**src/rtl/spu_pkg.sv**
```systemverilog
// Shared SPU MEM-stage types: widths, FSM state encoding, and the registered WB bundle.
package spu_pkg;
  localparam int QW_W      = 128;
  localparam int REG_W     = 7;
  localparam int LS_ADDR_W = 18;

  typedef enum logic {
    IDLE = 1'b0,
    WAIT = 1'b1
  } mem_state_t;

  typedef struct packed {
    logic             valid;
    logic             regwrite;
    logic [QW_W-1:0]  data;
    logic [REG_W-1:0] rt;
  } wb_bundle_t;
endpackage

```
**src/rtl/mem_wb_reg.sv**
```systemverilog
// MEM/WB register: one cycle, takes the ALU bundle or the completed local-store access,
// otherwise inserts a bubble while keeping data/rt.
module mem_wb_reg
  import spu_pkg::*;
(
  input  logic             clk,
  input  logic             reset,
  input  logic             upd_alu_i,
  input  logic             upd_mem_i,
  input  wb_bundle_t       alu_i,
  input  logic             mem_load_i,
  input  logic [QW_W-1:0]  mem_rdata_i,
  input  logic [REG_W-1:0] mem_rt_i,
  output wb_bundle_t       wb_o
);

  wb_bundle_t wb_q, wb_d;

  always_comb begin
    wb_d = wb_q;
    if (upd_alu_i) begin
      wb_d = alu_i;
    end else if (upd_mem_i) begin
      wb_d.valid    = 1'b1;
      wb_d.regwrite = mem_load_i;
      wb_d.rt       = mem_rt_i;
      // Stores leave the previous writeback data in place.
      if (mem_load_i) wb_d.data = mem_rdata_i;
    end else begin
      wb_d.valid    = 1'b0;
      wb_d.regwrite = 1'b0;
    end
  end

  always_ff @(posedge clk) begin
    if (reset) wb_q <= '0;
    else       wb_q <= wb_d;
  end

  assign wb_o = wb_q;

endmodule

```
**src/rtl/mem_stage.sv**
```systemverilog
// SPU MEM stage: quadword local-store access via req/ack (stalls upstream while outstanding),
// branch resolution, and the MEM/WB register. Non-memory ops take 1 cycle, memory ops 2+.
module mem_stage #(
  parameter int LS_ADDR_W = 18,
  parameter int DATA_W    = 128,
  parameter int REG_W     = 7
) (
  input  logic                 clk,
  input  logic                 reset,
  input  logic                 valid_in,
  input  logic                 MemRead_in,
  input  logic                 MemWrite_in,
  input  logic                 RegWrite_in,
  input  logic                 Branch_in,
  input  logic                 zero_in,
  input  logic [31:0]          JumpPC_in,
  input  logic [DATA_W-1:0]    ALUResult_in,
  input  logic [DATA_W-1:0]    ReadData2_in,
  input  logic [REG_W-1:0]     RegisterRT_in,
  output logic                 ls_req,
  output logic                 ls_we,
  output logic [LS_ADDR_W-1:0] ls_addr,
  output logic [DATA_W-1:0]    ls_wdata,
  input  logic                 ls_ack,
  input  logic [DATA_W-1:0]    ls_rdata,
  output logic                 stall_out,
  output logic                 PCSrc_out,
  output logic [31:0]          BranchTarget_out,
  output logic                 wb_valid,
  output logic                 RegWrite_out,
  output logic [DATA_W-1:0]    WriteData_out,
  output logic [REG_W-1:0]     RegisterRT_out
);

  import spu_pkg::*;

  mem_state_t state_q, state_d;

  logic                 memop;
  logic                 issue, complete, alu_pass;
  logic                 ls_req_q, ls_req_d;
  logic                 ls_we_q, ls_we_d;
  logic [LS_ADDR_W-1:0] ls_addr_q, ls_addr_d;
  logic [DATA_W-1:0]    ls_wdata_q, ls_wdata_d;
  logic [REG_W-1:0]     rt_q, rt_d;
  logic                 load_q, load_d;
  logic                 pcsrc_q, pcsrc_d;
  logic [31:0]          btgt_q, btgt_d;
  wb_bundle_t           alu_wb, wb;

  assign memop = valid_in & (MemRead_in | MemWrite_in);

  always_ff @(posedge clk) begin
    if (reset) state_q <= IDLE;
    else       state_q <= state_d;
  end

  always_comb begin
    state_d = state_q;
    case (state_q)
      IDLE:    if (memop)  state_d = WAIT;
      WAIT:    if (ls_ack) state_d = IDLE;
      default: state_d = IDLE;
    endcase
  end

  // ls_ack is only meaningful in WAIT; in IDLE it never reaches any strobe.
  always_comb begin
    issue     = 1'b0;
    complete  = 1'b0;
    alu_pass  = 1'b0;
    stall_out = 1'b0;
    case (state_q)
      IDLE: begin
        issue     = memop;
        alu_pass  = !memop;
        stall_out = memop;
      end
      WAIT: begin
        complete  = ls_ack;
        stall_out = !ls_ack;
      end
      default: ;
    endcase
  end

  always_comb begin
    ls_req_d   = ls_req_q;
    ls_we_d    = ls_we_q;
    ls_addr_d  = ls_addr_q;
    ls_wdata_d = ls_wdata_q;
    rt_d       = rt_q;
    load_d     = load_q;
    pcsrc_d    = 1'b0;
    btgt_d     = btgt_q;
    if (issue) begin
      ls_req_d   = 1'b1;
      ls_we_d    = MemWrite_in;
      ls_addr_d  = {ALUResult_in[LS_ADDR_W-1:4], 4'b0};
      ls_wdata_d = ReadData2_in;
      rt_d       = RegisterRT_in;
      // Read+write together behaves as a store, so no register write.
      load_d     = MemRead_in & !MemWrite_in;
    end
    if (complete) ls_req_d = 1'b0;
    if (alu_pass) begin
      pcsrc_d = valid_in & Branch_in & zero_in;
      btgt_d  = JumpPC_in;
    end
  end

  always_ff @(posedge clk) begin
    if (reset) begin
      ls_req_q   <= 1'b0;
      ls_we_q    <= 1'b0;
      ls_addr_q  <= '0;
      ls_wdata_q <= '0;
      rt_q       <= '0;
      load_q     <= 1'b0;
      pcsrc_q    <= 1'b0;
      btgt_q     <= '0;
    end else begin
      ls_req_q   <= ls_req_d;
      ls_we_q    <= ls_we_d;
      ls_addr_q  <= ls_addr_d;
      ls_wdata_q <= ls_wdata_d;
      rt_q       <= rt_d;
      load_q     <= load_d;
      pcsrc_q    <= pcsrc_d;
      btgt_q     <= btgt_d;
    end
  end

  always_comb begin
    alu_wb          = '0;
    alu_wb.valid    = valid_in;
    alu_wb.regwrite = valid_in & RegWrite_in;
    alu_wb.data     = ALUResult_in;
    alu_wb.rt       = RegisterRT_in;
  end

  mem_wb_reg u_mem_wb_reg (
    .clk         (clk),
    .reset       (reset),
    .upd_alu_i   (alu_pass),
    .upd_mem_i   (complete),
    .alu_i       (alu_wb),
    .mem_load_i  (load_q),
    .mem_rdata_i (ls_rdata),
    .mem_rt_i    (rt_q),
    .wb_o        (wb)
  );

  assign ls_req           = ls_req_q;
  assign ls_we            = ls_we_q;
  assign ls_addr          = ls_addr_q;
  assign ls_wdata         = ls_wdata_q;
  assign PCSrc_out        = pcsrc_q;
  assign BranchTarget_out = btgt_q;
  assign wb_valid         = wb.valid;
  assign RegWrite_out     = wb.regwrite;
  assign WriteData_out    = wb.data;
  assign RegisterRT_out   = wb.rt;

endmodule
```
**config.mk**
```make
export PLATFORM = sky130hd
export DESIGN_NAME = mem_stage
export DESIGN_NICKNAME = d
export VERILOG_FILES = /design/src/rtl/spu_pkg.sv /design/src/rtl/mem_wb_reg.sv /design/src/rtl/mem_stage.sv
export SDC_FILE = /design/constraint.sdc
export NUM_CORES = 1
export LEC_CHECK = 0
export CORE_AREA = 2 2 290 292
export CTS_CLUSTER_SIZE = 12
export DETAILED_ROUTE_END_ITERATION = 16
export DIE_AREA = 0 0 292 294
export GPL_TIMING_DRIVEN = 0
export PLACE_DENSITY = 0.37
export SLEW_MARGIN = 0
export SYNTH_ARGS = -nofsm -noshare
export SYNTH_HDL_FRONTEND = slang
export SYNTH_SLANG_ARGS = --single-unit
```
**constraint.sdc**
```tcl
create_clock -name clk -period 1.5 [get_ports clk]
set_input_delay 0.3 -clock clk [delete_from_list [all_inputs] [get_ports clk]]
set_output_delay 0.3 -clock clk [all_outputs]
set_load 0.01 [all_outputs]
```
==> impl_metrics.ini, run 1 <==
[synth]
netlist_area_sq_mm = 0.0119
post_synth_inst_count = 1476
synthDistinctLibCells = 25
synth.ff_latch_count = 323
post-synth-top-area-cell = dfxtp_1
yosysSeqAreaShare = 0.544
post_synth.cell_area_avg_sq_um = 8.05
ys_top_cells_by_area = dfxtp_1 (54%), nand2_1 (16%), a21oi_1 (13%)
synth_top_area_frac = 0.544
ys.warnings.count = 0

[timing]
max_slew.worst_pin.slew_ns = 0.889
hold_viol_final = 0
timing.slew.headroom = 0.408
achievable-frequency_mhz = 580
final.period_utilization = 1.15
finalCriticalPeriod_ns = 1.72
finalClockSkew_ns = 0.0103
postLayoutSetupSlackWorst_ns = -0.223
setup_violations = 200
final.setup.tns_ns = -11.41
timing_max_transition_violations_final = 0
grt_setup_unrepaired = yes

[routing]
remaining_drc_errors = 0
first_iter_violations = 457
antenna_left = 0
via_per_inst = 4.12
detail_route.wirelength_mm = 79.4
first_pass_iters = 5
routedWlPerCell_um = 22.8
vias = 14377

[clock_tree]
tritoncts = built
clock_sinks = 323
cts-buffers-inserted = 43
clock-root-buffer = clkbuf_16
htreeDepth = 2
clk_pin_slew_ns = 0.06
clkLatencyLatePin_ns = 0.57
cts-root-to-sink-buffers = 3

[power]
power_density_mw_per_mm2 = 1010
post-layout-total-power_mw = 26.3
leakage_nw = 9.74
ir_drop_mv = 0.671

[worst_setup_path]
timing.critical_path.buf_inv = 2
worst_setup_path_startpoint = state_q$_SDFF_PP0_
critical_path.top_delay_family = flip-flops
critical_path.startpoint_type = flip-flop
crit_fanout = 4
timing.critical_path.arrival_ns = 1.42
timing.rr.start = state_q$_SDFF_PP0_
path_class = reg2out
endpoint_kind = output pin
critical_path.cell_chain = inv_6, mux2i_4, buf_6
required_ns = 1.20
worst_path_max_delay_cell = dfxtp_4
max_stage_delay_ns = 0.36

[job]
maxCapViolations = 0

[layout]
nets = 2796
final_area_sq_mm = 0.0261
drive_above_1_share = 0.366
area_delta_synth_final_pct = 120

[global_routing]
number_of_global_route_vias_before_repair = 14593
grt_util_met3 = 0.0642
grt_pass1_wl_mm = 105
met2_usage = 0.294
grt_use_total = 0.168
overflow = 0
groute.layer.met1.usage = 0.183
global_route.peak_usage_layer = met2
initial_antenna_violation_count = 24
grt_max_degree = 15

[floorplanning]
placementRows = 106
io-pin-count = 751
dieWidth_um = 292
initial_utilization = 0.143
core_region_area_sq_mm = 0.0829
design.die.area_sq_mm = 0.0858
chipHeight_um = 294

[min_path]
hold_path.class = in2reg
beginning_of_the_worst_hold_path = valid_in

[place]
place_area_sq_mm = 0.0207
hpwl_after_dpl_mm = 58.3
place.port_buffers = 745
place.gp.congestion = 0.855

[status]
status = complete, but fails checks
violations = negative setup slack
==> where the power goes <==
group          internal, mW  switching [mW]  leakage [nW]
Combinational          3.43            2.92          6.37
Sequential             9.20           0.383          2.67
Clock                  6.15            4.23         0.701
Total                  18.8            7.53          9.74
==> cells by family (layout without fill, tap and decap cells) <==
kind of cell,after synthesis,in the layout,share of synthesized area
buffers and inverters,130,1048,0.0518
AO/OA/AOI/OAI,451,451,0.221
flip-flops,323,323,0.544
AND/OR/NAND/NOR,570,570,0.182
multiplexers,1,1,0.000843
other,1,15,0.000316
==> layout by cell type, fill, tap and decap left out, types with 13 or more instances in the layout <==
cell type,count
a22oi_2,69
a21oi_2,129
a211oi_2,46
nand2_2,56
dfxtp_2,18
dfxtp_1,299
buf_4,33
buf_6,27
a21oi_1,162
buf_8,23
clkdlybuf4s50_1,428
buf_2,113
clkbuf_1,37
clkdlybuf4s15_1,82
clkdlybuf4s15_2,121
buf_12,56
nand2_1,417
nand2_4,23
clkbuf_16,76
nor2_1,64
clkbuf_8,13
a21oi_4,23
==> sequential cells by signal, indices dropped and copies added (netlist names) <==
| register | cells |
|---|---|
| ls_req | 1 |
| PCSrc_out | 1 |
| ls_wdata | 128 |
| ls_we | 1 |
| rt_q | 7 |
| u_mem_wb_reg.wb_o | 137 |
| state_q | 1 |
| load_q | 1 |
| BranchTarget_out | 32 |
| ls_addr | 14 |
==> through the flow <==
step           cells  hold WS, ns  utilization  worst slack, ns
2_1_floorplan   1479        0.396            -           0.0752
3_3_place_gp    3304        0.441        0.250            -1.65
3_5_place_dp    3305        0.446        0.250            -1.59
4_1_cts         3435        0.226        0.289           -0.276
5_1_grt         3484        0.251        0.315           -0.280
6_report        3488        0.258        0.315           -0.223
==> final cells by class <==
cell class	count	area, sq um
diodes	11	27.5
multi-input cells	1026	6510
inverters	1	8.76
flip-flops and latches	323	6510
well taps	1080	1350
plain buffers	122	1380
repair buffers	847	8940
clock buffers	66	1300
clock inverters	12	104
fillers	8653	56800
==> path summary, 6_finish.rpt <==
path | to | slack (ns) | cells past startpoint
worst max register to register | u_mem_wb_reg.wb_o[42]$_SDFFE_PP0P_ | -0.18 | 8
worst min register to register | u_mem_wb_reg.wb_o[41]$_SDFFE_PP0P_ | 0.45 | 2
worst max-delay path | stall_out | -0.22 | 3
worst min-delay path | PCSrc_out$_SDFF_PP0_ | 0.26 | 3
==> synth_stat cells <==
master	n
nor3_2	1
nor2_1	64
and2_1	2
a222oi_1	7
buf_2	38
nor2_2	1
a22oi_1	72
dfxtp_1	323
buf_6	2
a21oi_1	313
o21ai_2	1
nor2b_1	1
and3_1	1
a21oi_2	1
mux2i_1	1
nand3_1	1
clkbuf_1	69
nand2_1	498
a211oi_1	57
clkbuf_2	1
conb_1	1
inv_1	1
nand2b_1	1
buf_1	2
buf_4	17
==> per-layer routing <==
| metal | up-vias | wire, um |
|---|---|---|
| met5 | - | 112 |
| met4 | 18 | 2700 |
| met3 | 148 | 6950 |
| met2 | 572 | 39400 |
| met1 | 6850 | 30300 |
| li1 | 6789 | - |
==> repair_timing <==
item	in CTS	in global routing
setup buffers	41	27
setup endpoints to repair	638	398
cloned	13	32
pin swaps	81	135
resized for setup	1406	372
hold buffers	0	0
==> worst reg2reg max path: stages (launching register included) <==
cell and delay (ns):
dfxtp_4 0.36, buf_4 0.14, and3_4 0.19, a21oi_4 0.23, clkbuf_16 0.24, buf_12 0.12
clkbuf_16 0.14, nand2_1 0.05, a21oi_1 0.13
Note: power is estimated with default switching activity, not from simulation.
==> inputs of run 2 (changes only) <==
--- a/config.mk
+++ b/config.mk
@@ -6,11 +6,13 @@
 export NUM_CORES = 1
 export LEC_CHECK = 0
 export CORE_AREA = 2 2 290 292
+export CTS_CLUSTER_DIAMETER = 50
 export CTS_CLUSTER_SIZE = 12
 export DETAILED_ROUTE_END_ITERATION = 16
 export DIE_AREA = 0 0 292 294
 export GPL_TIMING_DRIVEN = 0
 export PLACE_DENSITY = 0.37
+export SKIP_LAST_GASP = 1
 export SLEW_MARGIN = 0
 export SYNTH_ARGS = -nofsm -noshare
 export SYNTH_HDL_FRONTEND = slang
==> run 2 against run 1 <==
- the run still ends with negative setup slack left
- combinational power decreased by 6.6%
- via count decreased by 0.33%
- sequential cell count unchanged
- cell count increased by 0.63%
- global-route usage increased by 0.30 points
- wire length about the same
==> impl_metrics.ini, run 2 (synthesis gave the netlist of run 1 again) <==
[clock_tree]
cts-root-to-sink-buffers = 3
cts-buffers-inserted = 67
clock-root-buffer = clkbuf_16
htreeDepth = 3
clk_pin_slew_ns = 0.05
clock_sinks = 323
clkLatencyLatePin_ns = 0.59
tritoncts = built

[floorplanning]
placementRows = 106
io-pin-count = 751
core_region_area_sq_mm = 0.0829
dieWidth_um = 292
design.die.area_sq_mm = 0.0858
initial_utilization = 0.143
chipHeight_um = 294

[routing]
via_per_inst = 4.08
antenna_left = 0
first_iter_violations = 503
vias = 14329
detail_route.wirelength_mm = 79.4
routedWlPerCell_um = 22.6
remaining_drc_errors = 0
first_pass_iters = 5

[timing]
final.period_utilization = 1.15
worst_hold_slack_ns = 0.0835
finalCriticalPeriod_ns = 1.73
timing_max_transition_violations_final = 0
max_slew.worst_pin.slew_ns = 0.867
grt_setup_unrepaired = yes
final.setup.tns_ns = -15.19
achievable-frequency_mhz = 578
hold_viol_final = 0
finalClockSkew_ns = 0.0248
timing.slew.headroom = 0.422
postLayoutSetupSlackWorst_ns = -0.229
setup_violations = 138

[power]
ir_drop_mv = 0.599
power.clock.fraction = 0.500
leakage_nw = 10.3
pwr-share-comb = 0.191
power_density_mw_per_mm2 = 1210
p_sw_frac = 0.274
p_switching_mw = 8.51
p_int_mw = 22.6
power_share_of_the_sequential_group = 0.309

[layout]
area_delta_synth_final_pct = 117
flip_flop_count_of_the_largest_register_all_copies_and_words_added = 137
finalNonFillerCells = 3510
post-route-util = 0.310
commonest_non_fill_non_tap_cells_in_the_layout = clkdlybuf4s50_1 (427), nand2_1 (418), dfxtp_1 (297), buf_2 (226), a21oi_1 (199)
nFillCells = 8705
layout.cells.most_common = clkdlybuf4s50_1
nets = 2800
drive_above_1_share = 0.379

[place]
hpwl_after_dpl_mm = 58.3
place.gp.congestion = 0.855
dp_cells = 3305
place.port_buffers = 745

[status]
violations = negative setup slack
status = complete, but fails checks

[worst_setup_path]
critical_path.startpoint_type = flip-flop
endpoint_kind = flip-flop
timing.critical_path.arrival_ns = 2.22
crit_fanout = 5
required_ns = 1.99
path_class = reg2reg

[global_routing]
number_of_global_route_vias_before_repair = 14745
overflow = 0
initial_antenna_violation_count = 22
grt_pass1_wl_mm = 106
grt_use_total = 0.171
grt_max_degree = 20

[min_path]
hold_path.class = in2reg

[job]
maxCapViolations = 0
## run 2: metal layers
metal,vias up,part of all wire,global-route usage
met5,-,0.0010,0
li1,6834,-,-
met1,6727,0.38,0.184
met3,141,0.089,0.0709
met4,14,0.033,0.0733
met2,613,0.49,0.294
## run 2: final cells by class
cell class,count,area [sq um],area share
clock buffer,87,1870,0.0728
sequential,323,6510,0.253
tap,1080,1350,0.0525
clock inverter,33,458,0.0178
multi-input combinational,1026,6300,0.245
inverter,1,8.76,0.000340
timing repair buffer,829,7870,0.306
antenna,11,27.5,0.00107
buffer,120,1330,0.0516
## run 2: worst max-delay path: stages (launching register included)
cell	delay, ns
dfxtp_4	0.35
buf_6	0.12
buf_6	0.10
and3_4	0.18
a21oi_4	0.18
buf_12	0.14
clkbuf_16	0.15
buf_6	0.10
clkbuf_16	0.15
nand2_4	0.04
a21oi_2	0.13
## run 2: power by group through the flow
| stage | combinational, mW | sequential, mW | clock, mW |
|---|---|---|---|
| 3_5_place_dp | 4.89 | 9.71 | 0 |
| 3_3_place_gp | 4.88 | 9.69 | 0 |
| 5_1_grt | 6.35 | 9.67 | 16.4 |
| 4_1_cts | 5.46 | 9.55 | 16.1 |
| 6_report | 5.93 | 9.61 | 15.5 |
| 2_1_floorplan | 1.36 | 9.94 | 0 |
## run 2: final timing paths
| kind | to | cells past startpoint | slack (ns) | startpoint |
|---|---|---|---|---|
| hold / removal | load_q$_SDFFE_PP0P_ | 2 | 0.08 | MemWrite_in |
| setup reg to reg | u_mem_wb_reg.wb_o[22]$_SDFFE_PP0P_ | 10 | -0.23 | state_q$_SDFF_PP0_ |
| setup / recovery | u_mem_wb_reg.wb_o[22]$_SDFFE_PP0P_ | 10 | -0.23 | state_q$_SDFF_PP0_ |
| hold reg to reg | u_mem_wb_reg.wb_o[7]$_SDFFE_PP0P_ | 2 | 0.45 | u_mem_wb_reg.wb_o[7]$_SDFFE_PP0P_ |
## run 2: what timing repair did
action,CTS,global route
hold buffers,0,0
endpoints found under the hold margin,0,0
pin swaps,149,149
setup endpoints to repair,638,366
resized for setup,1482,433
buffers inserted,31,23
gates cloned,15,21
## run 2: metrics by stage
stage	power, mW	cell area, sq um	setup WS (ns)
after floorplan	11.3	11900	0.0752
after global placement	14.6	20700	-1.65
after detailed placement	14.6	20700	-1.59
after CTS	31.1	24300	-0.272
after global routing	32.4	25700	-0.276
final	31.1	25700	-0.229
==> inputs of run 3 (changes only) <==
--- a/config.mk
+++ b/config.mk
@@ -11,7 +11,7 @@
 export DETAILED_ROUTE_END_ITERATION = 16
 export DIE_AREA = 0 0 292 294
 export GPL_TIMING_DRIVEN = 0
-export PLACE_DENSITY = 0.37
+export PLACE_DENSITY_LB_ADDON = 0.1
 export SKIP_LAST_GASP = 1
 export SLEW_MARGIN = 0
 export SYNTH_ARGS = -nofsm -noshare
==> run 3 against run 2 <==
- the run still ends with negative setup slack left
- die area unchanged
- clock power down 7%
- sequential cell count unchanged
- wire length down 3.0%
- utilization down 0.14 points
- clock-buffer cell count down 14
- cell area down 0.45%
- via count down 1.1%
- sequential power down 0.4%
==> impl_metrics.ini, run 3 (synthesis gave the netlist of run 1 again) <==
[layout]
nets = 2824
nFillCells = 8696
drive_above_1_share = 0.394
post-route-util = 0.309
final_area_sq_mm = 0.0256
layout.cells.most_common = clkdlybuf4s50_1
commonest_non_fill_non_tap_cells_in_the_layout = clkdlybuf4s50_1 (428), nand2_1 (419), buf_2 (311), dfxtp_1 (298), a21oi_1 (197)
finalNonFillerCells = 3523
area_delta_synth_final_pct = 116
flip_flop_count_of_the_largest_register_all_copies_and_words_added = 137

[power]
p_int_mw = 21.6
power.clock.fraction = 0.481
power_density_mw_per_mm2 = 1170
leakage_nw = 10.4
pwr-share-comb = 0.200
p_sw_frac = 0.278
ir_drop_mv = 0.835
p_switching_mw = 8.34
power_share_of_the_sequential_group = 0.319

[routing]
detail_route.wirelength_mm = 77.0
antenna_left = 0
routedWlPerCell_um = 21.8
first_iter_violations = 419
via_per_inst = 4.02
remaining_drc_errors = 0
vias = 14178
first_pass_iters = 4

[place]
place_area_sq_mm = 0.0207
preCtsSetupSlack_ns = -1.61
dp_cells = 3304
hpwl_after_dpl_mm = 56.7
place.port_buffers = 745
place.gp.congestion = 0.820

[timing]
timing_max_transition_violations_final = 0
finalCriticalPeriod_ns = 1.77
final.period_utilization = 1.18
finalClockSkew_ns = 0.0254
postLayoutSetupSlackWorst_ns = -0.273
final.setup.tns_ns = -29.82
hold_viol_final = 0
timing.slew.headroom = 0.344
achievable-frequency_mhz = 564
max_slew.worst_pin.slew_ns = 0.985
grt_setup_unrepaired = yes
setup_violations = 287

[floorplanning]
placementRows = 106
initial_utilization = 0.143
design.die.area_sq_mm = 0.0858
io-pin-count = 751
core_region_area_sq_mm = 0.0829
dieWidth_um = 292
chipHeight_um = 294

[clock_tree]
clock_sinks = 323
clkLatencyLatePin_ns = 0.63
cts-root-to-sink-buffers = 3
htreeDepth = 2
cts-buffers-inserted = 60
clock-root-buffer = clkbuf_16
clk_pin_slew_ns = 0.06
cts.hold.buffers_added = 0
tritoncts = built

[worst_setup_path]
critical_path.startpoint_type = flip-flop
endpoint_kind = output pin
critical_path.reg2reg.endpoint = u_mem_wb_reg.wb_o[114]$_SDFFE_PP0P_
critical_path.top_delay_family = flip-flops
regToRegSetupSlack_ns = -0.21
timing.rr.start = state_q$_SDFF_PP0_
required_ns = 1.20
path_class = reg2out
timing.critical_path.arrival_ns = 1.47
critical_path.cell_chain = inv_6, mux2i_4, buf_6
max_stage_delay_ns = 0.36
timing.critical_path.buf_inv = 2
crit_fanout = 4
r2r_cells = 8
worst_path_max_delay_cell = dfxtp_4

[global_routing]
grt_use_total = 0.167
initial_antenna_violation_count = 10
grt_max_degree = 18
overflow = 0
number_of_global_route_vias_before_repair = 14543
grt_pass1_wl_mm = 105

[status]
status = complete, but fails checks
violations = negative setup slack

[min_path]
beginning_of_the_worst_hold_path = ReadData2_in[28]
worst_hold_path.endpoint = ls_wdata[28]$_SDFFE_PP0P_
hold_path.class = in2reg
min_delay_path_depth = 3

[job]
maxCapViolations = 0
==> run 3: changes by cell type in the layout (fill, tap and decap cells not counted), moves of 11 or more <==
| cell | change |
|---|---|
| buf_2 | +85 |
| clkdlybuf4s15_2 | -62 |
| buf_4 | +18 |
| clkbuf_2 | -15 |
| buf_6 | -13 |
| buf_16 | +12 |
| clkbuf_16 | -11 |
| clkdlybuf4s15_1 | -11 |
==> run 3: power by group through the flow <==
stage / Sequential (mW) / Clock (mW) / Combinational, mW
6_report: 9.57 / 14.4 / 6.00
5_1_grt: 9.63 / 15.2 / 6.43
4_1_cts: 9.52 / 14.9 / 5.54
3_5_place_dp: 9.69 / 0 / 4.85
3_3_place_gp: 9.67 / 0 / 4.85
2_1_floorplan: 9.94 / 0 / 1.36
==> run 3: final cells by class <==
class	count	area, sq um	area share
sequential	323	6500	0.254
tap	1080	1350	0.0528
antenna	1	2.50	0.0000977
timing repair buffer	855	7860	0.307
clock inverter	39	526	0.0205
clock buffer	73	1640	0.0640
inverter	1	8.76	0.000342
buffer	125	1370	0.0534
multi-input combinational	1026	6360	0.248
==> run 3: worst max-delay path by stage <==
stage / endpoint / from / slack (ns) / depth (start not counted)
after global routing: stall_out / state_q$_SDFF_PP0_ / -0.33 / 3
final: stall_out / state_q$_SDFF_PP0_ / -0.27 / 3
after CTS: stall_out / state_q$_SDFF_PP0_ / -0.34 / 3
after global placement: u_mem_wb_reg.wb_o[131]$_SDFFE_PP0P_ / ls_ack / -1.65 / 6
after detailed placement: u_mem_wb_reg.wb_o[131]$_SDFFE_PP0P_ / ls_ack / -1.61 / 6
after floorplan: u_mem_wb_reg.wb_o[2]$_SDFFE_PP0P_ / state_q$_SDFF_PP0_ / 0.08 / 7
==> run 3: tightest hold or removal path: cells and delay by family <==
| kind | cells | cell delay, ns |
|---|---|---|
| AOI/OAI and AO/OA | 1 | 0.05 |
| and+or+nand+nor | 1 | 0.05 |
| buffers and inverters | 1 | 0.39 |
==> run 3: per-layer routing <==
layer | share of wire | vias to the layer above | track usage | wire length, um
met4 | 0.019 | 12 | 0.0394 | 1460
met2 | 0.52 | 519 | 0.313 | 40300
met3 | 0.075 | 100 | 0.0540 | 5770
li1 | - | 6867 | - | -
met1 | 0.38 | 6680 | 0.181 | 29300
met5 | 0.0010 | - | 0 | 79
==> run 3: what timing repair did <==
| action | 4_1_cts | 5_1_grt |
|---|---|---|
| resized for setup | 1716 | 272 |
| setup endpoints to repair | 638 | 326 |
| pin swaps | 166 | 88 |
| cloned | 21 | 19 |
| setup buffers | 43 | 30 |
==> run 3: per-stage QoR <==
step / hold WS (ns) / total power [mW]
floorplan: 0.396 / 11.3
global placement: 0.440 / 14.5
detailed placement: 0.446 / 14.5
CTS: 0.157 / 30.0
global route: 0.196 / 31.3
finish: 0.209 / 30.0
